--- src/rtl/apb_reg_pkg.sv ---
// Shared definitions for the APB register bank: FSM state encoding,
// address-to-word-index mapping.
package apb_reg_pkg;

  typedef enum logic [1:0] {
    IDLE  = 2'd0,
    SETUP = 2'd1,
    WAIT  = 2'd2,
    DONE  = 2'd3
  } apb_state_e;

  // Byte address bits below this are ignored; registers are word-indexed.
  localparam int unsigned ADDR_LSB = 2;

  // Word index of a (zero-extended) byte address.
  function automatic logic [31:0] idx_of(input logic [31:0] paddr);
    return paddr >> ADDR_LSB;
  endfunction

endpackage

--- src/rtl/apb_slave_fsm.sv ---
// APB3 slave handshake engine: tracks IDLE/SETUP/WAIT/DONE, inserts
// WAIT_STATES extra access cycles, latches the transfer attributes at
// setup, and produces the commit strobe and a registered PREADY pulse.
module apb_slave_fsm
  import apb_reg_pkg::*;
#(
  parameter int unsigned AW          = 20,
  parameter int unsigned DW          = 32,
  parameter int unsigned SW          = DW / 8,
  parameter int unsigned WAIT_STATES = 0
) (
  input  logic          clk,
  input  logic          rst,
  input  logic          psel,
  input  logic          penable,
  input  logic          pwrite,
  input  logic [AW-1:0] paddr,
  input  logic [DW-1:0] pwdata,
  input  logic [SW-1:0] pstrb,
  output logic          commit,
  output logic          pready,
  output logic          lat_write,
  output logic [AW-1:0] lat_addr,
  output logic [DW-1:0] lat_data,
  output logic [SW-1:0] lat_strb
);

  localparam logic [3:0] WS_INIT = 4'(WAIT_STATES);

  apb_state_e state;
  logic [3:0] cnt;

  // Commit happens on the edge that leaves WAIT with the counter exhausted
  // and the master still selecting us; an aborted access never commits.
  always_comb begin
    commit = 1'b0;
    if (state == WAIT && psel && cnt == '0) commit = 1'b1;
  end

  // Transfer sequencing, wait-state counting and attribute latching.
  always_ff @(posedge clk or posedge rst) begin
    if (rst) begin
      state     <= IDLE;
      cnt       <= '0;
      pready    <= 1'b0;
      lat_write <= 1'b0;
      lat_addr  <= '0;
      lat_data  <= '0;
      lat_strb  <= '0;
    end else begin
      case (state)
        IDLE: begin
          if (psel && !penable) begin
            state     <= SETUP;
            cnt       <= WS_INIT;
            lat_write <= pwrite;
            lat_addr  <= paddr;
            lat_data  <= pwdata;
            lat_strb  <= pstrb;
          end
        end
        SETUP: begin
          state <= psel ? WAIT : IDLE;
        end
        WAIT: begin
          if (!psel) begin
            state <= IDLE;
          end else if (cnt != '0) begin
            cnt <= cnt - 4'd1;
          end else begin
            pready <= 1'b1;
            state  <= DONE;
          end
        end
        DONE: begin
          pready <= 1'b0;
          state  <= IDLE;
        end
        default: state <= IDLE;
      endcase
    end
  end

endmodule

--- src/rtl/apb_reg_bank.sv ---
// APB3 slave register bank: NUM_REGS read/write words plus a read-only
// status word at index NUM_REGS; accesses beyond that return PSLVERR.
// Optional byte-lane writes are enabled with the APB_REG_PSTRB_EN macro.
module apb_reg_bank
  import apb_reg_pkg::*;
#(
  parameter int unsigned AMBA_WORD       = 32,
  parameter int unsigned AMBA_ADDR_WIDTH = 20,
  parameter int unsigned NUM_REGS        = 4,
  parameter int unsigned WAIT_STATES     = 0
) (
  input  logic                          clk,
  input  logic                          rst,
  input  logic [AMBA_ADDR_WIDTH-1:0]    PADDR,
  input  logic [AMBA_WORD-1:0]          PWDATA,
  input  logic                          PSEL,
  input  logic                          PENABLE,
  input  logic                          PWRITE,
`ifdef APB_REG_PSTRB_EN
  input  logic [AMBA_WORD/8-1:0]        PSTRB,
`endif
  output logic [AMBA_WORD-1:0]          PRDATA,
  output logic                          PREADY,
  output logic                          PSLVERR,
  output logic [NUM_REGS*AMBA_WORD-1:0] regs_flat,
  output logic [NUM_REGS-1:0]           reg_wr_pulse,
  input  logic [AMBA_WORD-1:0]          status_in
);

  localparam int unsigned SB = AMBA_WORD / 8;

  logic                       commit;
  logic                       lat_write;
  logic [AMBA_ADDR_WIDTH-1:0] lat_addr;
  logic [AMBA_WORD-1:0]       lat_data;
  logic [SB-1:0]              lat_strb;
  logic [SB-1:0]              strb_in;

  logic [AMBA_WORD-1:0] regs [NUM_REGS];
  logic [31:0]          idx;
  logic                 idx_rw;
  logic                 idx_status;
  logic [AMBA_WORD-1:0] rd_word;

`ifdef APB_REG_PSTRB_EN
  assign strb_in = PSTRB;
`else
  assign strb_in = '1;
`endif

  apb_slave_fsm #(
    .AW          (AMBA_ADDR_WIDTH),
    .DW          (AMBA_WORD),
    .SW          (SB),
    .WAIT_STATES (WAIT_STATES)
  ) u_fsm (
    .clk       (clk),
    .rst       (rst),
    .psel      (PSEL),
    .penable   (PENABLE),
    .pwrite    (PWRITE),
    .paddr     (PADDR),
    .pwdata    (PWDATA),
    .pstrb     (strb_in),
    .commit    (commit),
    .pready    (PREADY),
    .lat_write (lat_write),
    .lat_addr  (lat_addr),
    .lat_data  (lat_data),
    .lat_strb  (lat_strb)
  );

  // Address decode and read-data selection for the latched access.
  always_comb begin
    idx        = idx_of(32'(lat_addr));
    idx_rw     = (idx < NUM_REGS);
    idx_status = (idx == NUM_REGS);
    rd_word    = '0;
    for (int unsigned i = 0; i < NUM_REGS; i++) begin
      if (idx == i) rd_word = regs[i];
    end
    if (idx_status) rd_word = status_in;
  end

  // Present the register array as one flat vector for the core.
  always_comb begin
    regs_flat = '0;
    for (int unsigned i = 0; i < NUM_REGS; i++) begin
      regs_flat[i*AMBA_WORD +: AMBA_WORD] = regs[i];
    end
  end

  // Register updates, write pulses, read data and error flag, all taken
  // on the commit edge so they become visible together with PREADY.
  always_ff @(posedge clk or posedge rst) begin
    if (rst) begin
      PRDATA       <= '0;
      PSLVERR      <= 1'b0;
      reg_wr_pulse <= '0;
      for (int unsigned i = 0; i < NUM_REGS; i++) regs[i] <= '0;
    end else begin
      reg_wr_pulse <= '0;
      if (commit) begin
        if (lat_write) begin
          PSLVERR <= !idx_rw;
          for (int unsigned i = 0; i < NUM_REGS; i++) begin
            if (idx_rw && idx == i) begin
              reg_wr_pulse[i] <= 1'b1;
              for (int unsigned b = 0; b < SB; b++) begin
                if (lat_strb[b]) regs[i][b*8 +: 8] <= lat_data[b*8 +: 8];
              end
            end
          end
        end else begin
          PSLVERR <= !(idx_rw || idx_status);
          PRDATA  <= rd_word;
        end
      end else if (PREADY) begin
        PSLVERR <= 1'b0;
      end
    end
  end

endmodule
--- config.mk ---
export PLATFORM = sky130hd
export DESIGN_NAME = apb_reg_bank
export DESIGN_NICKNAME = d
export VERILOG_FILES = /design/src/rtl/apb_reg_pkg.sv /design/src/rtl/apb_slave_fsm.sv /design/src/rtl/apb_reg_bank.sv
export SDC_FILE = /design/constraint.sdc
export NUM_CORES = 1
export LEC_CHECK = 0
export BUFFER_PORTS_ARGS = -buffer_cell sky130_fd_sc_hd__buf_4
export CORE_MARGIN = 2
export CORE_UTILIZATION = 48
export DETAILED_ROUTE_END_ITERATION = 6
export PLACE_DENSITY = 0.72
export SYNTH_ARGS = -nofsm -noshare
export SYNTH_HDL_FRONTEND = slang
export SYNTH_SLANG_ARGS = --single-unit
--- constraint.sdc ---
create_clock -name clk -period 7.2 [get_ports clk]
set_input_delay 0.36 -clock clk [delete_from_list [all_inputs] [get_ports clk]]
set_output_delay 0.36 -clock clk [all_outputs]
set_load 0.02 [all_outputs]
==> report_table.html, run 1 <==
<table>
<tr><th>Metric</th><th>Value</th></tr>
<tr><th colspan="2">Detailed routing</th></tr>
<tr><td>Routed len/inst</td><td>21.0 µm</td></tr>
<tr><td>Via density</td><td>5.73</td></tr>
<tr><td>Overall routed net length</td><td>26,800 µm</td></tr>
<tr><td>DRC violation count after routing</td><td>0</td></tr>
<tr><td>Post-route antenna net violation count</td><td>0</td></tr>
<tr><td>DRC marker count from the first detailed-route iteration</td><td>419</td></tr>
<tr><td>Overall via count from detail_route</td><td>7,301</td></tr>
<tr><td>1st-pass router iterations</td><td>4</td></tr>
<tr><th colspan="2">Critical path</th></tr>
<tr><td>Data arrival, critical path</td><td>4.10 ns</td></tr>
<tr><td>Data required time of the worst path</td><td>7.58 ns</td></tr>
<tr><td>Worst Setup Start Kind</td><td>flop</td></tr>
<tr><td>Endpoint kind of the worst setup timing path</td><td>flop</td></tr>
<tr><td>Critical path type</td><td>flop to flop</td></tr>
<tr><td>Largest driver fanout on the critical path</td><td>17</td></tr>
<tr><th colspan="2">Timing</th></tr>
<tr><td>Total Neg Setup Slack</td><td>0 ns</td></tr>
<tr><td>Highest clock frequency the design can meet</td><td>269 MHz</td></tr>
<tr><td>Unrepaired setup endpoints after global routing</td><td>no</td></tr>
<tr><td>Slew margin rel.</td><td>13.7%</td></tr>
<tr><td>Fin Clk Skew</td><td>0.00893 ns</td></tr>
<tr><td>Total of endpoints with negative setup slack in the final report</td><td>0</td></tr>
<tr><td>Number of failing hold endpoints at the final stage</td><td>0</td></tr>
<tr><td>Clock period minus worst slack</td><td>3.72 ns</td></tr>
<tr><td>Least-Margin Pin Slew</td><td>1.29 ns</td></tr>
<tr><td>Final Max Tran Viols</td><td>0</td></tr>
<tr><td>Post-route clock period utilization</td><td>51.7%</td></tr>
<tr><td>Worst hold margin</td><td>0.0772 ns</td></tr>
<tr><th colspan="2">Clock network</th></tr>
<tr><td>Clk slew on worst S/H paths</td><td>0.06 ns</td></tr>
<tr><td>Htree depth</td><td>1</td></tr>
<tr><td>CTS sink cnt</td><td>224</td></tr>
<tr><td>Post-CTS Setup Bufs</td><td>0</td></tr>
<tr><td>Clock Latency Late Sink</td><td>0.51 ns</td></tr>
<tr><td>Maximum clock insertion buffer count</td><td>3</td></tr>
<tr><td>Number of buffers created by CTS</td><td>25</td></tr>
<tr><td>Number of gates given a new drive strength after cts</td><td>0</td></tr>
<tr><td>CTS root buf</td><td>sky130_fd_sc_hd__clkbuf_16</td></tr>
<tr><td>Hold bufs inserted after CTS</td><td>1</td></tr>
<tr><td>Clock tree from TritonCTS</td><td>done</td></tr>
<tr><th colspan="2">Run status</th></tr>
<tr><td>Status</td><td>completed</td></tr>
<tr><th colspan="2">Floorplan</th></tr>
<tr><td>Initial Util</td><td>48.7%</td></tr>
<tr><td>Die width</td><td>147 µm</td></tr>
<tr><td>Ports</td><td>255</td></tr>
<tr><td>Die Span Y</td><td>147 µm</td></tr>
<tr><td>Die Area</td><td>21,600 µm²</td></tr>
<tr><td>Core Rows</td><td>52</td></tr>
<tr><td>Placeable core region</td><td>20,200 µm²</td></tr>
<tr><th colspan="2">Global routing</th></tr>
<tr><td>Vias in the first global route</td><td>7,427</td></tr>
<tr><td>Global-route wire length before repair</td><td>42,200 µm</td></tr>
<tr><td>Antenna violations before repair</td><td>0</td></tr>
<tr><td>Combined global-route utilization of all metal layers</td><td>24.7%</td></tr>
<tr><td>Met3 track utilization from global routing</td><td>5.37%</td></tr>
<tr><td>Overflow left after global routing</td><td>0</td></tr>
<tr><td>Maximum number of pins on one net before global-route repair</td><td>92</td></tr>
<tr><td>GR Util met2</td><td>41.6%</td></tr>
<tr><td>GRT busiest layer</td><td>met2</td></tr>
<tr><td>Met1 Resource Use GR</td><td>32.3%</td></tr>
<tr><th colspan="2">Place</th></tr>
<tr><td>HPWL after detailed placement</td><td>17,000 µm</td></tr>
<tr><td>PortBufs</td><td>252</td></tr>
<tr><td>Weighted congestion at the end of routability-driven global placement</td><td>0.797</td></tr>
<tr><td>Cell count after placement</td><td>1,234</td></tr>
<tr><th colspan="2">Layout</th></tr>
<tr><td>Synth-to-layout area growth</td><td>28.9%</td></tr>
<tr><td>Commonest cells after routing, fill and taps aside</td><td>sky130_fd_sc_hd__buf_4, sky130_fd_sc_hd__dfrtp_1, sky130_fd_sc_hd__mux2_2, sky130_fd_sc_hd__nand3_1, sky130_fd_sc_hd__mux2_1</td></tr>
<tr><td>Most common library cell in the layout ignoring fill and taps</td><td>sky130_fd_sc_hd__buf_4</td></tr>
<tr><td>Fraction of layout cells with a size suffix above 1</td><td>45.5%</td></tr>
<tr><td>Non-filler instance count after layout</td><td>1,274</td></tr>
<tr><td>Antenna fix cells</td><td>0</td></tr>
<tr><td>NumNets Final</td><td>1,082</td></tr>
<tr><th colspan="2">Job</th></tr>
<tr><td>Max-cap violation count</td><td>0</td></tr>
<tr><th colspan="2">Synth</th></tr>
<tr><td>Post-synthesis instance area</td><td>9830 µm²</td></tr>
<tr><td>Synthesized instance count</td><td>752</td></tr>
<tr><td>Synth Net Count</td><td>842</td></tr>
<tr><td>Most area-consuming cells after synthesis</td><td>sky130_fd_sc_hd__dfrtp_1, sky130_fd_sc_hd__mux2_2, sky130_fd_sc_hd__nand3_1, sky130_fd_sc_hd__mux2_1, sky130_fd_sc_hd__mux2i_1</td></tr>
<tr><td>Number of unique standard cell types used by synthesis</td><td>42</td></tr>
<tr><td>Flop and latch count out of synthesis</td><td>224</td></tr>
<tr><td>Synth Warn #</td><td>0</td></tr>
<tr><td>Mean instance size in the synthesized netlist</td><td>13.1 µm²</td></tr>
<tr><td>Area leader, netlist</td><td>sky130_fd_sc_hd__dfrtp_1</td></tr>
<tr><td>Fraction of post-synthesis cell area in the top cell type by area</td><td>57.0%</td></tr>
<tr><td>Fraction of the yosys area taken by sequential cells</td><td>57.0%</td></tr>
<tr><th colspan="2">Power</th></tr>
<tr><td>Static Leak</td><td>6.40 nW</td></tr>
<tr><td>Power per Cell Area</td><td>242 nW/µm²</td></tr>
<tr><td>Worst IR Drop VDD</td><td>165 µV</td></tr>
<tr><th colspan="2">Hold path</th></tr>
<tr><td>Worst hold path type</td><td>input pin to flop</td></tr>
</table>
[per-layer routing]
layer,up-vias,wire [µm]
met5,-,0
met4,0,680
met3,55,1820
met2,234,13400
met1,3740,10900
li1,3272,-
[through the flow]
step | util [%] | setup WS [ns] | area [µm²] | power (W)
5_1_grt | 62.8 | 3.25 | 12700 | 0.00319
2_1_floorplan | - | 0.706 | 9830 | 0.00180
3_5_place_dp | 59.4 | 3.58 | 12000 | 0.00197
4_1_cts | 62.8 | 3.55 | 12700 | 0.00308
6_report | 62.8 | 3.48 | 12700 | 0.00306
3_3_place_gp | 59.4 | 3.62 | 12000 | 0.00196
[kinds of logic (layout without fill, tap and decap cells)]
group           after synthesis  after routing  synth area share, %
compound gates               78             78                 5.41
xor+xnor                      1              1               0.0891
fa+ha+maj                     1              1                0.127
buf+inv                      64            316                 2.90
flops                       224            224                 57.0
mux                         211            211                 23.8
simple gates                173            173                 10.7
[sequential cells by signal, summed over array words and instances (netlist names)]
name,count
u_fsm.cnt,4
u_fsm.state,2
u_fsm.pready,1
regs_flat,128
u_fsm.lat_addr,18
reg_wr_pulse,4
u_fsm.lat_strb,1
PRDATA,32
u_fsm.lat_write,1
PSLVERR,1
u_fsm.lat_data,32
[synth_stat cells, drive strengths merged]
cell and instances:
a21oi 2, a22o 4, a31oi 2, a32oi 31, and2 2, and3 2
and3b 1, and4 1, buf 14, clkbuf 43, dfrtp 224, ha 1
inv 7, mux2 179, mux2i 32, nand2 6, nand2b 1, nand3 98
nand3b 32, nand4 3, nand4bb 1, nor2 4, nor2b 2, nor3 3
nor3b 1, nor4 4, nor4b 1, nor4bb 1, o21ai 35, o22ai 2
o31ai 2, or2 2, or3 1, or3b 1, or4 4, or4b 1
or4bb 1, xor2 1
[cell type report]
cell class | count | area [µm²]
Fill cell | 1660 | 7500
Sequential cell | 224 | 5610
Multi-Input combinational cell | 464 | 3970
Timing Repair Buffer | 270 | 2030
Clock buffer | 34 | 659
Tap cell | 270 | 338
Inverter | 7 | 33.8
Clock inverter | 5 | 31.3
[power breakdown]
part	switching, W	total [W]	internal (W)	leakage [nW]
sequential	0.000124	0.00151	0.00138	3.00
combinational	0.000231	0.000441	0.000210	3.06
clock	0.000480	0.00111	0.000635	0.340
[worst max-delay path: stages, from the launching register on]
cell	delay (ns)
sky130_fd_sc_hd__dfrtp_1	0.43
sky130_fd_sc_hd__inv_1	0.08
sky130_fd_sc_hd__ha_1	0.20
sky130_fd_sc_hd__nor3b_1	0.59
sky130_fd_sc_hd__and3_1	0.35
sky130_fd_sc_hd__nand4_1	1.01
sky130_fd_sc_hd__buf_4	0.63
sky130_fd_sc_hd__mux2_2	0.31
[path summary, 6_finish.rpt]
kind,cells after the start,slack [ns],from,to
max,7,3.48,u_fsm.cnt[0]$_DFFE_PP0P_,regs_flat[8]$_DFFE_PP0P_
min,2,0.08,PADDR[2],u_fsm.lat_addr[2]$_DFFE_PP0P_
max reg2reg,7,3.48,u_fsm.cnt[0]$_DFFE_PP0P_,regs_flat[8]$_DFFE_PP0P_
min reg2reg,2,0.48,PRDATA[29]$_DFFE_PP0P_,PRDATA[29]$_DFFE_PP0P_
max in group asynchronous,4,5.34,rst,regs_flat[122]$_DFFE_PP0P_
min in group asynchronous,3,0.50,rst,regs_flat[3]$_DFFE_PP0P_
No activity file was read; power rests on OpenSTA's default activity.
==> inputs of run 2 (changes only) <==
--- a/config.mk
+++ b/config.mk
@@ -9,7 +9,7 @@
 export CORE_MARGIN = 2
 export CORE_UTILIZATION = 48
 export DETAILED_ROUTE_END_ITERATION = 6
-export PLACE_DENSITY = 0.72
+export PLACE_DENSITY = 0.74
 export SYNTH_ARGS = -nofsm -noshare
 export SYNTH_HDL_FRONTEND = slang
 export SYNTH_SLANG_ARGS = --single-unit
==> constraint.sdc (replaced) <==
create_clock -name clk -period 3 [get_ports clk]
set_input_delay 0.15 -clock clk [delete_from_list [all_inputs] [get_ports clk]]
set_output_delay 0.15 -clock clk [all_outputs]
set_load 0.02 [all_outputs]
==> report_table.html, run 2 (synthesized netlist as in run 1, its figures left out) <==
<table>
<tr><th>Metric</th><th>Value</th></tr>
<tr><th colspan="2">Place</th></tr>
<tr><td>Weighted congestion at the end of routability-driven global placement</td><td>0.811</td></tr>
<tr><td>Instance area after placement</td><td>12,100 µm²</td></tr>
<tr><td>Cell count after placement</td><td>1,247</td></tr>
<tr><td>HPWL after detailed placement</td><td>18,100 µm</td></tr>
<tr><td>PortBufs</td><td>252</td></tr>
<tr><th colspan="2">Layout</th></tr>
<tr><td>Final core area utilization</td><td>68.3%</td></tr>
<tr><td>Fin area</td><td>13,800 µm²</td></tr>
<tr><td>Non-filler instance count after layout</td><td>1,372</td></tr>
<tr><td>Most common library cell in the layout ignoring fill and taps</td><td>sky130_fd_sc_hd__buf_4</td></tr>
<tr><td>Max FFs per register</td><td>128</td></tr>
<tr><td>Synth-to-layout area growth</td><td>40.2%</td></tr>
<tr><td>Commonest cells after routing, fill and taps aside</td><td>sky130_fd_sc_hd__buf_4, sky130_fd_sc_hd__dfrtp_1, sky130_fd_sc_hd__mux2_2, sky130_fd_sc_hd__nand3_1, sky130_fd_sc_hd__dlygate4sd3_1</td></tr>
<tr><td>Antenna fix cells</td><td>0</td></tr>
<tr><td>Fraction of layout cells with a size suffix above 1</td><td>43.1%</td></tr>
<tr><td>NumNets Final</td><td>1,178</td></tr>
<tr><td>Total of fill cells in the finished design</td><td>1,483</td></tr>
<tr><th colspan="2">Critical path</th></tr>
<tr><td>Largest driver fanout on the critical path</td><td>24</td></tr>
<tr><td>Worst setup path endpoint</td><td>regs_flat[37]$_DFFE_PP0P_</td></tr>
<tr><td>Data arrival, critical path</td><td>3.12 ns</td></tr>
<tr><td>Worst Setup Start Kind</td><td>flop</td></tr>
<tr><td>Crit. Startpoint</td><td>u_fsm.lat_addr[6]$_DFFE_PP0P_</td></tr>
<tr><td>R2R Path End</td><td>regs_flat[37]$_DFFE_PP0P_</td></tr>
<tr><td>Start of the worst register-to-register path</td><td>u_fsm.lat_addr[6]$_DFFE_PP0P_</td></tr>
<tr><td>Data required time of the worst path</td><td>3.38 ns</td></tr>
<tr><td>R2R setup slack</td><td>0.26 ns</td></tr>
<tr><td>R2R depth</td><td>5</td></tr>
<tr><td>Critical path type</td><td>flop to flop</td></tr>
<tr><td>Endpoint kind of the worst setup timing path</td><td>flop</td></tr>
<tr><th colspan="2">Hold path</th></tr>
<tr><td>Hold Path Depth</td><td>4</td></tr>
<tr><td>Worst hold path type</td><td>input pin to flop</td></tr>
<tr><th colspan="2">Clock network</th></tr>
<tr><td>Htree depth</td><td>1</td></tr>
<tr><td>Clk slew on worst S/H paths</td><td>0.06 ns</td></tr>
<tr><td>Maximum clock insertion buffer count</td><td>3</td></tr>
<tr><td>Number of buffers created by CTS</td><td>24</td></tr>
<tr><td>CTS root buf</td><td>sky130_fd_sc_hd__clkbuf_16</td></tr>
<tr><td>CTS sink cnt</td><td>224</td></tr>
<tr><td>Clock Latency Late Sink</td><td>0.51 ns</td></tr>
<tr><td>Clock tree from TritonCTS</td><td>done</td></tr>
<tr><th colspan="2">Detailed routing</th></tr>
<tr><td>Uppermost signal routing layer after detailed routing</td><td>met4</td></tr>
<tr><td>Detailed-routed wire length on met3</td><td>1690 µm</td></tr>
<tr><td>Via density</td><td>5.60</td></tr>
<tr><td>Routed length on met2</td><td>13,900 µm</td></tr>
<tr><td>1st-pass router iterations</td><td>4</td></tr>
<tr><td>Total routed wire length on the met1 layer</td><td>11,600 µm</td></tr>
<tr><td>DRC marker count from the first detailed-route iteration</td><td>368</td></tr>
<tr><td>Post-route antenna net violation count</td><td>0</td></tr>
<tr><td>DRC violation count after routing</td><td>0</td></tr>
<tr><td>Overall routed net length</td><td>28,200 µm</td></tr>
<tr><td>Routed len/inst</td><td>20.6 µm</td></tr>
<tr><td>Overall via count from detail_route</td><td>7,685</td></tr>
<tr><th colspan="2">Floorplan</th></tr>
<tr><td>Placeable core region</td><td>20,200 µm²</td></tr>
<tr><td>Die Span Y</td><td>147 µm</td></tr>
<tr><td>Initial Util</td><td>48.7%</td></tr>
<tr><td>Ports</td><td>255</td></tr>
<tr><td>Core Rows</td><td>52</td></tr>
<tr><td>Die width</td><td>147 µm</td></tr>
<tr><td>Die Area</td><td>21,600 µm²</td></tr>
<tr><th colspan="2">Power</th></tr>
<tr><td>Fraction of power spent switching nets</td><td>26.5%</td></tr>
<tr><td>Sequential cell fraction of total power</td><td>46.9%</td></tr>
<tr><td>Relative contribution of the clock network to total power</td><td>38.1%</td></tr>
<tr><td>Static Leak</td><td>6.87 nW</td></tr>
<tr><td>Pint</td><td>0.00570 W</td></tr>
<tr><td>Power per Cell Area</td><td>563 nW/µm²</td></tr>
<tr><td>Worst IR Drop VDD</td><td>369 µV</td></tr>
<tr><td>Switch Pwr</td><td>0.00205 W</td></tr>
<tr><td>Combinational cell fraction of total power</td><td>15.0%</td></tr>
<tr><td>Power, Total</td><td>0.00775 W</td></tr>
<tr><th colspan="2">Timing</th></tr>
<tr><td>Number of failing hold endpoints at the final stage</td><td>0</td></tr>
<tr><td>Post-route clock period utilization</td><td>91.3%</td></tr>
<tr><td>Least-Margin Pin Slew</td><td>1.03 ns</td></tr>
<tr><td>Final Max Tran Viols</td><td>0</td></tr>
<tr><td>Total of endpoints with negative setup slack in the final report</td><td>0</td></tr>
<tr><td>Highest clock frequency the design can meet</td><td>365 MHz</td></tr>
<tr><td>Clock period minus worst slack</td><td>2.74 ns</td></tr>
<tr><td>Unrepaired setup endpoints after global routing</td><td>no</td></tr>
<tr><td>Slew margin rel.</td><td>31.0%</td></tr>
<tr><td>Fin Clk Skew</td><td>0.0160 ns</td></tr>
<tr><th colspan="2">Global routing</th></tr>
<tr><td>Overflow left after global routing</td><td>0</td></tr>
<tr><td>Antenna violations before repair</td><td>0</td></tr>
<tr><td>Maximum number of pins on one net before global-route repair</td><td>72</td></tr>
<tr><td>Combined global-route utilization of all metal layers</td><td>25.9%</td></tr>
<tr><td>Vias in the first global route</td><td>7,929</td></tr>
<tr><td>Global-route wire length before repair</td><td>44,400 µm</td></tr>
<tr><th colspan="2">Job</th></tr>
<tr><td>Max-cap violation count</td><td>0</td></tr>
<tr><th colspan="2">Run status</th></tr>
<tr><td>Status</td><td>completed</td></tr>
</table>
## run 2: cell count changes in the layout (fill, tap and decap cells not counted), sizes merged
cell	before	now
dlygate4sd3	1	85
clkbuf	34	38
buf	269	282
inv	8	6
clkinvlp	0	1
bufinv	0	1
clkinv	4	1
## run 2: critical path, stage by stage (launching register included)
cell	delay [ns]
sky130_fd_sc_hd__dfrtp_1	0.36
sky130_fd_sc_hd__or4_1	0.65
sky130_fd_sc_hd__or4b_4	0.57
sky130_fd_sc_hd__nor4_4	0.42
sky130_fd_sc_hd__buf_12	0.26
sky130_fd_sc_hd__mux2_1	0.35
## run 2: through the flow
stage          setup slack [ns]  hold WS [ns]  setup TNS, ns
6_report                  0.260         0.310              0
5_1_grt                   0.205         0.322              0
4_1_cts                   0.267         0.253              0
3_5_place_dp              0.277         0.386              0
3_3_place_gp              0.295         0.383              0
2_1_floorplan           -0.0740         0.279         -16.58
## run 2: how the worst min path moves through the flow
stage	start	endpoint	slack, ns
2_1_floorplan	PSEL	u_fsm.state[1]$_DFFE_PP0P_	0.28
3_3_place_gp	PWDATA[25]	u_fsm.lat_data[25]$_DFFE_PP0P_	0.38
3_5_place_dp	PWDATA[20]	u_fsm.lat_data[20]$_DFFE_PP0P_	0.39
4_1_cts	PENABLE	u_fsm.cnt[0]$_DFFE_PP0P_	0.25
5_1_grt	PENABLE	u_fsm.lat_data[13]$_DFFE_PP0P_	0.32
6_report	PENABLE	u_fsm.lat_data[24]$_DFFE_PP0P_	0.31
## run 2: routing by layer
layer	global-route usage, %	vias up
met2	42.5	292
met3	4.10	74
li1	-	3457
met5	0	-
met4	9.95	0
met1	34.9	3862
## run 2: area by class of cell
type	instances	area [µm²]	share of cell area, %
inverter	7	30.0	0.218
clock buffer	38	754	5.47
multi-input combinational	464	3970	28.8
tap	270	338	2.45
clock inverter	2	35.0	0.254
timing repair buffer	367	3040	22.1
sequential	224	5610	40.7
## run 2: power by group through the flow
stage / Sequential, W / Clock, W / Combinational [W]
2_1_floorplan: 0.00356 / 0 / 0.000765
3_3_place_gp: 0.00367 / 0 / 0.00105
3_5_place_dp: 0.00369 / 0 / 0.00107
6_report: 0.00364 / 0.00295 / 0.00117
4_1_cts: 0.00363 / 0.00299 / 0.00116
5_1_grt: 0.00369 / 0.00314 / 0.00125
## run 2: what timing repair did
| action | in CTS | in global routing |
|---|---|---|
| setup buffers | 0 | 0 |
| endpoints found under the hold margin | 123 | 0 |
| hold buffers | 85 | 0 |
| resized for setup | 0 | 0 |
==> inputs of run 3 (changes only) <==
--- a/config.mk
+++ b/config.mk
@@ -5,7 +5,7 @@
 export SDC_FILE = /design/constraint.sdc
 export NUM_CORES = 1
 export LEC_CHECK = 0
-export BUFFER_PORTS_ARGS = -buffer_cell sky130_fd_sc_hd__buf_4
+export BUFFER_PORTS_ARGS = -buffer_cell sky130_fd_sc_hd__buf_2
 export CORE_MARGIN = 2
 export CORE_UTILIZATION = 48
 export DETAILED_ROUTE_END_ITERATION = 6
==> report_table.html, run 3 (synthesized netlist as in run 1, its figures left out) <==
<table>
<tr><th>Metric</th><th>Value</th></tr>
<tr><th colspan="2">Run status</th></tr>
<tr><td>Status</td><td>completed</td></tr>
<tr><th colspan="2">Power</th></tr>
<tr><td>Fraction of power spent switching nets</td><td>27.4%</td></tr>
<tr><td>Worst IR Drop VDD</td><td>471 µV</td></tr>
<tr><td>Power per Cell Area</td><td>586 nW/µm²</td></tr>
<tr><td>Sequential cell fraction of total power</td><td>47.1%</td></tr>
<tr><td>Switch Pwr</td><td>0.00211 W</td></tr>
<tr><td>Power, Total</td><td>0.00770 W</td></tr>
<tr><td>Combinational cell fraction of total power</td><td>14.6%</td></tr>
<tr><td>Pint</td><td>0.00559 W</td></tr>
<tr><td>Relative contribution of the clock network to total power</td><td>38.3%</td></tr>
<tr><td>Static Leak</td><td>6.82 nW</td></tr>
<tr><th colspan="2">Place</th></tr>
<tr><td>PortBufs</td><td>252</td></tr>
<tr><td>Weighted congestion at the end of routability-driven global placement</td><td>0.795</td></tr>
<tr><td>HPWL after detailed placement</td><td>17,600 µm</td></tr>
<tr><td>Instance area after placement</td><td>11,500 µm²</td></tr>
<tr><td>Cell count after placement</td><td>1,245</td></tr>
<tr><th colspan="2">Global routing</th></tr>
<tr><td>Met1 Resource Use GR</td><td>33.3%</td></tr>
<tr><td>GRT busiest layer</td><td>met2</td></tr>
<tr><td>Overflow left after global routing</td><td>0</td></tr>
<tr><td>Maximum number of pins on one net before global-route repair</td><td>87</td></tr>
<tr><td>Combined global-route utilization of all metal layers</td><td>25.3%</td></tr>
<tr><td>Met3 track utilization from global routing</td><td>3.82%</td></tr>
<tr><td>GR Util met2</td><td>42.0%</td></tr>
<tr><td>Global-route wire length before repair</td><td>43,300 µm</td></tr>
<tr><td>Vias in the first global route</td><td>7,933</td></tr>
<tr><td>Antenna violations before repair</td><td>0</td></tr>
<tr><th colspan="2">Critical path</th></tr>
<tr><td>Endpoint kind of the worst setup timing path</td><td>flop</td></tr>
<tr><td>Cells traversed along the worst timing path</td><td>or4_1 -&gt; or4b_4 -&gt; nor4_4 -&gt; buf_4 -&gt; mux2_1</td></tr>
<tr><td>Worst Setup Start Kind</td><td>flop</td></tr>
<tr><td>Data required time of the worst path</td><td>3.38 ns</td></tr>
<tr><td>Start of the worst register-to-register path</td><td>u_fsm.lat_addr[6]$_DFFE_PP0P_</td></tr>
<tr><td>Crit-path slowest cell</td><td>sky130_fd_sc_hd__or4_1</td></tr>
<tr><td>R2R setup slack</td><td>0.22 ns</td></tr>
<tr><td>Critical path type</td><td>flop to flop</td></tr>
<tr><td>R2R Path End</td><td>regs_flat[62]$_DFFE_PP0P_</td></tr>
<tr><td>Data arrival, critical path</td><td>3.16 ns</td></tr>
<tr><td>Largest driver fanout on the critical path</td><td>19</td></tr>
<tr><td>R2R depth</td><td>5</td></tr>
<tr><td>Maximum cell stage delay along the critical path</td><td>0.65 ns</td></tr>
<tr><th colspan="2">Detailed routing</th></tr>
<tr><td>DRC violation count after routing</td><td>0</td></tr>
<tr><td>DRC marker count from the first detailed-route iteration</td><td>386</td></tr>
<tr><td>Routed len/inst</td><td>20.0 µm</td></tr>
<tr><td>Post-route antenna net violation count</td><td>0</td></tr>
<tr><td>1st-pass router iterations</td><td>5</td></tr>
<tr><td>Via density</td><td>5.61</td></tr>
<tr><td>Overall routed net length</td><td>27,500 µm</td></tr>
<tr><td>Overall via count from detail_route</td><td>7,724</td></tr>
<tr><th colspan="2">Floorplan</th></tr>
<tr><td>Die Area</td><td>21,600 µm²</td></tr>
<tr><td>Die Span Y</td><td>147 µm</td></tr>
<tr><td>Die width</td><td>147 µm</td></tr>
<tr><td>Placeable core region</td><td>20,200 µm²</td></tr>
<tr><td>Ports</td><td>255</td></tr>
<tr><td>Initial Util</td><td>48.7%</td></tr>
<tr><td>Core Rows</td><td>52</td></tr>
<tr><th colspan="2">Timing</th></tr>
<tr><td>Least-Margin Pin Slew</td><td>0.692 ns</td></tr>
<tr><td>Unrepaired setup endpoints after global routing</td><td>no</td></tr>
<tr><td>Total of endpoints with negative setup slack in the final report</td><td>0</td></tr>
<tr><td>Final Max Tran Viols</td><td>0</td></tr>
<tr><td>Post-route clock period utilization</td><td>92.6%</td></tr>
<tr><td>Number of failing hold endpoints at the final stage</td><td>0</td></tr>
<tr><td>Clock period minus worst slack</td><td>2.78 ns</td></tr>
<tr><td>Highest clock frequency the design can meet</td><td>360 MHz</td></tr>
<tr><td>Fin Clk Skew</td><td>0.0102 ns</td></tr>
<tr><td>Total Neg Setup Slack</td><td>0 ns</td></tr>
<tr><td>Slew margin rel.</td><td>53.9%</td></tr>
<tr><th colspan="2">Layout</th></tr>
<tr><td>Antenna fix cells</td><td>0</td></tr>
<tr><td>Fraction of layout cells with a size suffix above 1</td><td>43.6%</td></tr>
<tr><td>Total of fill cells in the finished design</td><td>1,528</td></tr>
<tr><td>Non-filler instance count after layout</td><td>1,376</td></tr>
<tr><td>Fin area</td><td>13,100 µm²</td></tr>
<tr><td>Commonest cells after routing, fill and taps aside</td><td>sky130_fd_sc_hd__buf_2, sky130_fd_sc_hd__dfrtp_1, sky130_fd_sc_hd__mux2_2, sky130_fd_sc_hd__nand3_1, sky130_fd_sc_hd__dlygate4sd3_1</td></tr>
<tr><td>Max FFs per register</td><td>128</td></tr>
<tr><td>Synth-to-layout area growth</td><td>33.6%</td></tr>
<tr><td>Most common library cell in the layout ignoring fill and taps</td><td>sky130_fd_sc_hd__buf_2</td></tr>
<tr><td>NumNets Final</td><td>1,177</td></tr>
<tr><td>Register area</td><td>5610 µm²</td></tr>
<tr><td>Multi-input logic area</td><td>3970 µm²</td></tr>
<tr><th colspan="2">Clock network</th></tr>
<tr><td>Clk slew on worst S/H paths</td><td>0.06 ns</td></tr>
<tr><td>Htree depth</td><td>1</td></tr>
<tr><td>Clock tree from TritonCTS</td><td>done</td></tr>
<tr><td>Post-CTS Setup Bufs</td><td>0</td></tr>
<tr><td>Maximum clock insertion buffer count</td><td>3</td></tr>
<tr><td>CTS sink cnt</td><td>224</td></tr>
<tr><td>CTS root buf</td><td>sky130_fd_sc_hd__clkbuf_16</td></tr>
<tr><td>Number of buffers created by CTS</td><td>25</td></tr>
<tr><td>Clock Latency Late Sink</td><td>0.51 ns</td></tr>
<tr><th colspan="2">Hold path</th></tr>
<tr><td>Worst hold path type</td><td>input pin to async pin</td></tr>
<tr><th colspan="2">Job</th></tr>
<tr><td>Max-cap violation count</td><td>0</td></tr>
</table>
-- run 3: cell count changes in the layout (fill, tap and decap cells not counted), sizes merged --
cell | previous run | this run
clkinvlp | 1 | 3
inv | 6 | 8
clkinv | 1 | 10
buf | 282 | 280
clkbuf | 38 | 31
-- run 3: per-stage QoR --
| step | setup WS [ns] | utilization [%] | hold slack, ns |
|---|---|---|---|
| finish | 0.223 | 65.1 | 0.207 |
| global route | 0.108 | 65.1 | 0.237 |
| CTS | 0.197 | 65.1 | 0.209 |
| detailed placement | 0.214 | 56.9 | 0.203 |
| global placement | 0.267 | 56.9 | 0.186 |
| floorplan | -0.0740 | - | 0.279 |
-- run 3: area by class of cell --
class | count | share of cell area, %
clock buffers | 31 | 5.24
multi-input cells | 464 | 30.2
well taps | 270 | 2.57
clock inverters | 15 | 0.857
flip-flops and latches | 224 | 42.7
inverters | 7 | 0.229
repair buffers | 365 | 18.2
-- run 3: what timing repair did --
| item | CTS | global route |
|---|---|---|
| gates resized for setup | 0 | 0 |
| endpoints found under the hold margin | 101 | 0 |
| hold buffers | 85 | 0 |
-- run 3: worst max-delay path: cells and delay by family, from the launching register on --
| kind | cells | cell delay [ns] |
|---|---|---|
| buf+inv | 1 | 0.37 |
| simple gates | 3 | 1.54 |
| mux | 1 | 0.38 |
| flops | 1 | 0.37 |
-- run 3: worst max-delay path by stage --
stage / slack (ns) / start / cells after the start / endpoint
after floorplan: -0.07 / rst / 1 / PRDATA[0]$_DFFE_PP0P_
after global routing: 0.11 / u_fsm.lat_addr[6]$_DFFE_PP0P_ / 5 / regs_flat[62]$_DFFE_PP0P_
after CTS: 0.20 / u_fsm.lat_addr[6]$_DFFE_PP0P_ / 5 / regs_flat[62]$_DFFE_PP0P_
after global placement: 0.27 / u_fsm.lat_addr[6]$_DFFE_PP0P_ / 5 / regs_flat[46]$_DFFE_PP0P_
after detailed placement: 0.21 / u_fsm.lat_addr[6]$_DFFE_PP0P_ / 5 / regs_flat[46]$_DFFE_PP0P_
final: 0.22 / u_fsm.lat_addr[6]$_DFFE_PP0P_ / 5 / regs_flat[62]$_DFFE_PP0P_
-- run 3: power by group through the flow --
stage / registers (W) / logic, W / clock network (W)
floorplan: 0.00356 / 0.000765 / 0
CTS: 0.00362 / 0.00113 / 0.00299
finish: 0.00362 / 0.00113 / 0.00295
global route: 0.00368 / 0.00121 / 0.00314
detailed placement: 0.00368 / 0.00104 / 0
global placement: 0.00366 / 0.00101 / 0
-- run 3: layer usage --
| layer | wire length [µm] | vias to the layer above |
|---|---|---|
| li1 | - | 3460 |
| met1 | 11300 | 3856 |
| met2 | 13600 | 318 |
| met3 | 1510 | 90 |
| met4 | 1150 | 0 |
| met5 | 0 | - |
